**config.mk**
```make
export PLATFORM = sky130hd
export DESIGN_NAME = alu_seq_core
export DESIGN_NICKNAME = d
export VERILOG_FILES = /design/src/rtl/alu_seq_core.sv
export SDC_FILE = /design/constraint.sdc
export NUM_CORES = 1
export LEC_CHECK = 0
export ABC_AREA = 1
export BUFFER_PORTS_ARGS = -buffer_cell sky130_fd_sc_hd__buf_2
export CAP_MARGIN = 5
export CORE_ASPECT_RATIO = 0.5
export CORE_MARGIN = 2
export CORE_UTILIZATION = 35
export DETAILED_ROUTE_END_ITERATION = 12
export PLACE_DENSITY = 0.63
export SLEW_MARGIN = 20
export SYNTH_ARGS = -nofsm -noshare
export SYNTH_HDL_FRONTEND = slang
export SYNTH_SLANG_ARGS = --single-unit
```
**constraint.sdc**
```tcl
create_clock -name i_clk -period 4.5 [get_ports i_clk]
set_input_delay 0 -clock i_clk [delete_from_list [all_inputs] [get_ports i_clk]]
set_output_delay 0 -clock i_clk [all_outputs]
set_load 0.05 [all_outputs]
```
**src/rtl/alu_seq_core.sv**
```systemverilog
// Sequential ALU: SUB/NAND finish in the accept cycle's edge, LEAD_ONES/ONEHOT scan {B,A} one bit per clock.
// One result register held until downstream handshake; accumulator feeds operand A on request.
module alu_seq_core #(
    parameter int WIDTH = 4
) (
    input  logic             i_clk,
    input  logic             i_rst,
    input  logic             i_valid,
    output logic             o_ready,
    input  logic [1:0]       i_op,
    input  logic             i_acc,
    input  logic [WIDTH-1:0] i_a,
    input  logic [WIDTH-1:0] i_b,
    output logic             o_valid,
    input  logic             i_ready,
    output logic [WIDTH-1:0] o_y,
    output logic             o_overflow,
    output logic             o_err,
    output logic             o_err_sticky,
    input  logic             i_clr_sticky
);
    localparam int SW = 2 * WIDTH;
    localparam int IW = $clog2(SW);
    localparam int CW = $clog2(SW + 1);
    localparam logic [1:0] OP_SUB    = 2'd0;
    localparam logic [1:0] OP_NAND   = 2'd1;
    localparam logic [1:0] OP_LEAD   = 2'd2;
    localparam logic [1:0] OP_ONEHOT = 2'd3;
    localparam logic [IW-1:0] IDX_TOP = IW'(SW - 1);

    typedef enum logic [1:0] {IDLE, SCAN, DONE} state_t;

    state_t           state_q;
    logic [1:0]       op_q;
    logic [SW-1:0]    c_q;
    logic [IW-1:0]    idx_q;
    logic [CW-1:0]    cnt_q;
    logic [IW-1:0]    pos_q;
    logic             found_q, multi_q;
    logic [WIDTH-1:0] acc_q, y_q;
    logic             ovf_q, err_q, sticky_q, valid_q, ready_q;

    logic [WIDTH-1:0] op_a, sub_y, res_y;
    logic [1:0]       cur_op;
    logic [SW-1:0]    cur_c;
    logic [IW-1:0]    cur_idx, cur_pos, nxt_idx, oh_pos;
    logic [CW-1:0]    cur_cnt, lead_cnt;
    logic             cur_found, cur_multi, bit_v, oh_found, oh_multi;
    logic             res_ovf, res_err, res_last, step_en, done_entry;

    // The first bit is examined at the accept edge itself, straight from the inputs,
    // so a scan of n bits lands in DONE on the same cadence as a single-cycle op.
    always_comb begin
        op_a      = i_acc ? acc_q : i_a;
        sub_y     = op_a - i_b;
        cur_op    = op_q;
        cur_c     = c_q;
        cur_idx   = idx_q;
        cur_cnt   = cnt_q;
        cur_pos   = pos_q;
        cur_found = found_q;
        cur_multi = multi_q;
        if (state_q == IDLE) begin
            cur_op    = i_op;
            cur_c     = {i_b, op_a};
            cur_idx   = (i_op == OP_LEAD) ? IDX_TOP : '0;
            cur_cnt   = '0;
            cur_pos   = '0;
            cur_found = 1'b0;
            cur_multi = 1'b0;
        end
        bit_v    = cur_c[cur_idx];
        lead_cnt = cur_cnt + CW'(bit_v);
        oh_found = cur_found | bit_v;
        oh_multi = cur_multi | (cur_found & bit_v);
        oh_pos   = (bit_v && !cur_found) ? cur_idx : cur_pos;
        nxt_idx  = (cur_op == OP_LEAD) ? cur_idx - IW'(1) : cur_idx + IW'(1);

        res_y    = '0;
        res_ovf  = 1'b0;
        res_err  = 1'b0;
        res_last = 1'b1;
        case (cur_op)
            OP_SUB: begin
                res_y   = sub_y;
                res_ovf = (op_a[WIDTH-1] != i_b[WIDTH-1]) & (op_a[WIDTH-1] != sub_y[WIDTH-1]);
            end
            OP_NAND: res_y = ~(op_a & i_b);
            OP_LEAD: begin
                res_y    = WIDTH'(lead_cnt);
                res_ovf  = ((32'(lead_cnt) >> WIDTH) != 32'd0);
                res_last = !bit_v || (cur_idx == '0);
            end
            default: begin
                res_y    = oh_found ? WIDTH'(oh_pos) : '0;
                res_ovf  = oh_found && ((32'(oh_pos) >> WIDTH) != 32'd0);
                res_err  = oh_multi | !oh_found;
                res_last = (cur_idx == IDX_TOP);
            end
        endcase
        step_en    = (state_q == SCAN) || (state_q == IDLE && i_valid);
        done_entry = step_en && res_last;
    end

    always_ff @(posedge i_clk or posedge i_rst) begin
        if (i_rst) begin
            state_q  <= IDLE;
            op_q     <= '0;
            c_q      <= '0;
            idx_q    <= '0;
            cnt_q    <= '0;
            pos_q    <= '0;
            found_q  <= 1'b0;
            multi_q  <= 1'b0;
            acc_q    <= '0;
            y_q      <= '0;
            ovf_q    <= 1'b0;
            err_q    <= 1'b0;
            sticky_q <= 1'b0;
            valid_q  <= 1'b0;
            ready_q  <= 1'b1;
        end else begin
            sticky_q <= (sticky_q & ~i_clr_sticky) | (done_entry & (res_err | res_ovf));
            if (done_entry) begin
                state_q <= DONE;
                y_q     <= res_y;
                ovf_q   <= res_ovf;
                err_q   <= res_err;
                acc_q   <= res_y;
                valid_q <= 1'b1;
                ready_q <= 1'b0;
            end else if (step_en) begin
                state_q <= SCAN;
                ready_q <= 1'b0;
                op_q    <= cur_op;
                c_q     <= cur_c;
                idx_q   <= nxt_idx;
                cnt_q   <= lead_cnt;
                pos_q   <= oh_pos;
                found_q <= oh_found;
                multi_q <= oh_multi;
            end else if (state_q == DONE && i_ready) begin
                state_q <= IDLE;
                valid_q <= 1'b0;
                ready_q <= 1'b1;
            end
        end
    end

    assign o_ready      = ready_q;
    assign o_valid      = valid_q;
    assign o_y          = y_q;
    assign o_overflow   = ovf_q;
    assign o_err        = err_q;
    assign o_err_sticky = sticky_q;
endmodule

```
==> summary.txt <==
Clocking
  – CTS resizes: 0
  – CTS buffer count: 5
  – CTS tree: yes
  – CTS clk-pin slew, worst paths: 0.06 ns
  – H-tree levels: 2
  – Root Driver: clkbuf_16
  – Clock Path Buffers: 2
  – Worst skew pair latency: 0.28 ns
  – Post-CTS Repair Setup Buffers: 0
  – CTS Hold Buffers Added: 2
  – Clock sinks: 33

Critical path
  – Crit-path slowest cell: dfrtp_1
  – RR Endpoint: o_y[2]$_DFFE_PP0P_
  – Setup crit end kind: flop
  – Critical Path, Cell by Cell: nor2_4, nand2_1, o21ai_1, nand2_1, nand3_2, nand3_4, nand2_1, inv_1, ha_1, inv_1, nor2_1, nand2_1, nand2_1, o221ai_1, nor2_1, a21oi_1
  – CP Buf/Inv Count: 2
  – Reg2Reg Setup Slack: 1.75 ns
  – CP max stage delay: 0.43 ns
  – CP Max Fanout: 19
  – Arr. time, crit path: 2.95 ns
  – Crit Path Class: flop to flop
  – CP required: 4.70 ns
  – Reg2reg path depth: 16
  – Most used cell, CP: nand2_1
  – Worst path top cell family by delay: simple AND/OR/NAND/NOR gates
  – Reg-to-Reg Start: state_q[1]$_DFFE_PP0P_
  – Worst Setup Start Kind: flop

Cells and area
  – Final Net Count: 345
  – Finished Cell Area: 0.00261 sq mm
  – Fillers: 613
  – # diodes: 0
  – Layout cells sized above 1: 22.9%
  – Finished Layout Cells: 407
  – Layout area overhead: 16.1%

Timing
  – Max-slew violation count: 0
  – Final setup vio count: 0
  – Setup total negative slack: 0 ns
  – Worst Clk Skew: 0.00451 ns
  – Final period utilization: 61.1%
  – RSZ-0062 raised after global routing: false
  – Fin. Hold Viols: 0
  – Tmin final: 2.75 ns
  – Worst Max-Slew Pin Slew: 0.556 ns
  – Max Clk Rate: 364 MHz
  – Relative slew slack: 62.9%
  – Setup ws final: 1.75 ns
  – Fin Hold WS: 0.0108 ns

Die
  – Die Span Y: 60.7 um
  – Die area: 0.00712 sq mm
  – Initial Util: 36.7%
  – Core Footprint: 0.00613 sq mm
  – FP Rows: 20
  – I/O pin total: 25
  – Chip Width: 117 um

Detailed routing
  – Met3 wire length: 150 um
  – Drc violations: 0
  – DR vias/cell: 4.54
  – Met2 Wirelength: 2140 um
  – Drt first pass iters: 4
  – Via count: 1848
  – Post-Route WL: 4900 um
  – Wirelength per Cell: 12.0 um
  – M1 WL: 2540 um
  – Top Layer Used: met4
  – DRT antenna net count: 0
  – 1st-iter DRT viols: 111

Logic synthesis
  – Ys flop type: dfrtp_1
  – Async S/R FF share, synth: 100%
  – Post-synth EDFFs: 0
  – Unique masters post-synth: 31
  – Seq/Total Area, Yosys: 36.8%
  – Largest area contributor in the netlist: dfrtp_1
  – Avg Synthesized Cell Area: 7.75 sq um
  – Syn Inst Count: 290
  – Mapped Area: 0.00225 sq mm
  – Syn nets: 317
  – Synthesized flop and latch total: 33
  – Post-synth top area share: 35.6%
  – Yosys Warn Count: 0
  – Top cells by area, synth: dfrtp_1, nand2_1, inv_1

Pwr
  – PD cells: 855 mW/mm^2
  – Worst ir drop on vdd: 0.246 mV
  – LEAKAGE: 1.39 nW

Placement
  – Post-DP HPWL: 3740 um
  – Placed cell areas: 0.00242 sq mm
  – Post-Place Cells: 397
  – Gpl congestion: 0.871
  – PortBufs: 24
  – Post-Place Setup Slack: 1.80 ns

Worst hold path
  – Hold Crit Depth: 4
  – Sink of the worst hold path: o_ready$_DFFE_PP1P_
  – Hold Path Class: input port to flop
  – Hold Path Origin: i_valid

Global routing
  – GRT Util Overall: 14.8%
  – Global-route wire length before repair: 8200 um
  – Grt ovf: 0
  – Vias in the first global route: 1722
  – Antenna violations before repair: 0
  – Largest net degree at the start of global routing: 37

Status
  – Status: complete, no violations

Run
  – Max_cap viols: 0
==> synthesized netlist by cell type, types with 3 or more instances <==
| master | instances |
|---|---|
| nand2_4 | 3 |
| nand2_1 | 107 |
| o221ai_1 | 3 |
| o21ai_1 | 13 |
| xnor2_1 | 3 |
| o21ai_0 | 4 |
| dfrtp_1 | 32 |
| ha_1 | 9 |
| buf_6 | 6 |
| a21oi_1 | 3 |
| nand3_1 | 13 |
| inv_2 | 8 |
| inv_1 | 34 |
| o21ai_2 | 12 |
| xor2_1 | 4 |
| nand4_1 | 4 |
| nor2_1 | 9 |
| nand3_2 | 6 |
==> worst reg2reg max path: cells and delay by family, from the launching register on <==
family / cells / cell delay (ns)
buffers and inverters: 2 / 0.14
flip-flops: 1 / 0.43
adder cells (fa/ha/maj): 1 / 0.19
AND/OR/NAND/NOR: 10 / 1.34
AO/OA/AOI/OAI: 3 / 0.55
==> placed cells by master, fill, tap and decap left out, types with 2 or more instances in the layout <==
cell type and count:
nand4_1 4, nand2_1 107, clkbuf_16 5, nor2_2 2
nand3_4 2, o21ai_1 13, nand3_1 13, nand3_2 6
inv_1 34, o21ai_2 12, xor2_1 4, nand2_4 3
dlygate4sd3_1 2, xnor2_1 3, inv_2 8, o21ai_0 4
fa_1 2, dfrtp_1 32, nor2_1 9, a21oi_1 3
o221ai_1 3, ha_1 9, nand2_2 2, buf_2 24
==> layout make-up <==
type                    instances  area, sq um  area share (%)
clock buffers                   5          125            4.80
inverters                      42          158            6.04
clock inverters                 3         46.3            1.77
repair buffers                 27          148            5.66
multi-input cells             209         1190            45.8
flip-flops and latches         33          827            31.7
well taps                      88          110            4.22
==> layer usage <==
layer  vias up  global-route usage (%)
met5         -                       0
met4         0                    5.51
met3         7                    2.63
met2        29                    24.4
met1       840                    20.0
li1        972                       -
==> sequential cells by signal, summed over array words and instances (netlist names) <==
register and count:
c_q 8, cnt_q 4, found_q 1, idx_q 3
multi_q 1, o_err 1, o_err_sticky 1, o_overflow 1
o_ready 1, o_valid 1, o_y 4, op_q 2
pos_q 3, state_q 2
==> how the worst max path moves through the flow <==
stage / from / endpoint / slack [ns] / depth (start not counted)
2_1_floorplan: state_q[1]$_DFFE_PP0P_ / o_y[2]$_DFFE_PP0P_ / 2.31 / 17
6_report: state_q[1]$_DFFE_PP0P_ / o_y[2]$_DFFE_PP0P_ / 1.75 / 16
5_1_grt: state_q[1]$_DFFE_PP0P_ / o_y[2]$_DFFE_PP0P_ / 1.50 / 16
3_5_place_dp: state_q[1]$_DFFE_PP0P_ / o_y[2]$_DFFE_PP0P_ / 1.80 / 16
4_1_cts: state_q[1]$_DFFE_PP0P_ / o_y[2]$_DFFE_PP0P_ / 1.78 / 16
3_3_place_gp: state_q[1]$_DFFE_PP0P_ / o_y[2]$_DFFE_PP0P_ / 1.88 / 16
==> report_power, final <==
part	internal, W	leakage, nW	switching, W	total [W]
combinational	0.000412	0.898	0.000930	0.00134
clock	0.000262	0.0800	0.000134	0.000396
sequential	0.000421	0.416	0.0000733	0.000494
==> through the flow <==
step | power [W] | utilization [%]
after floorplan | 0.00163 | -
after global placement | 0.00182 | 39.4
after detailed placement | 0.00183 | 39.4
after CTS | 0.00224 | 42.6
after global routing | 0.00242 | 42.6
final | 0.00223 | 42.6
==> kinds of logic after synthesis <==
| kind of cell | after synthesis | synth area share [%] |
|---|---|---|
| xor gates and xnor gates | 7 | 2.73 |
| DFF | 33 | 36.8 |
| adders and majority gates | 11 | 6.79 |
| buffers and inverters | 48 | 10.0 |
| and+or+nand+nor | 152 | 31.6 |
| AOI/OAI and AO/OA | 39 | 12.0 |
Note: power is estimated with default switching activity, not from simulation.
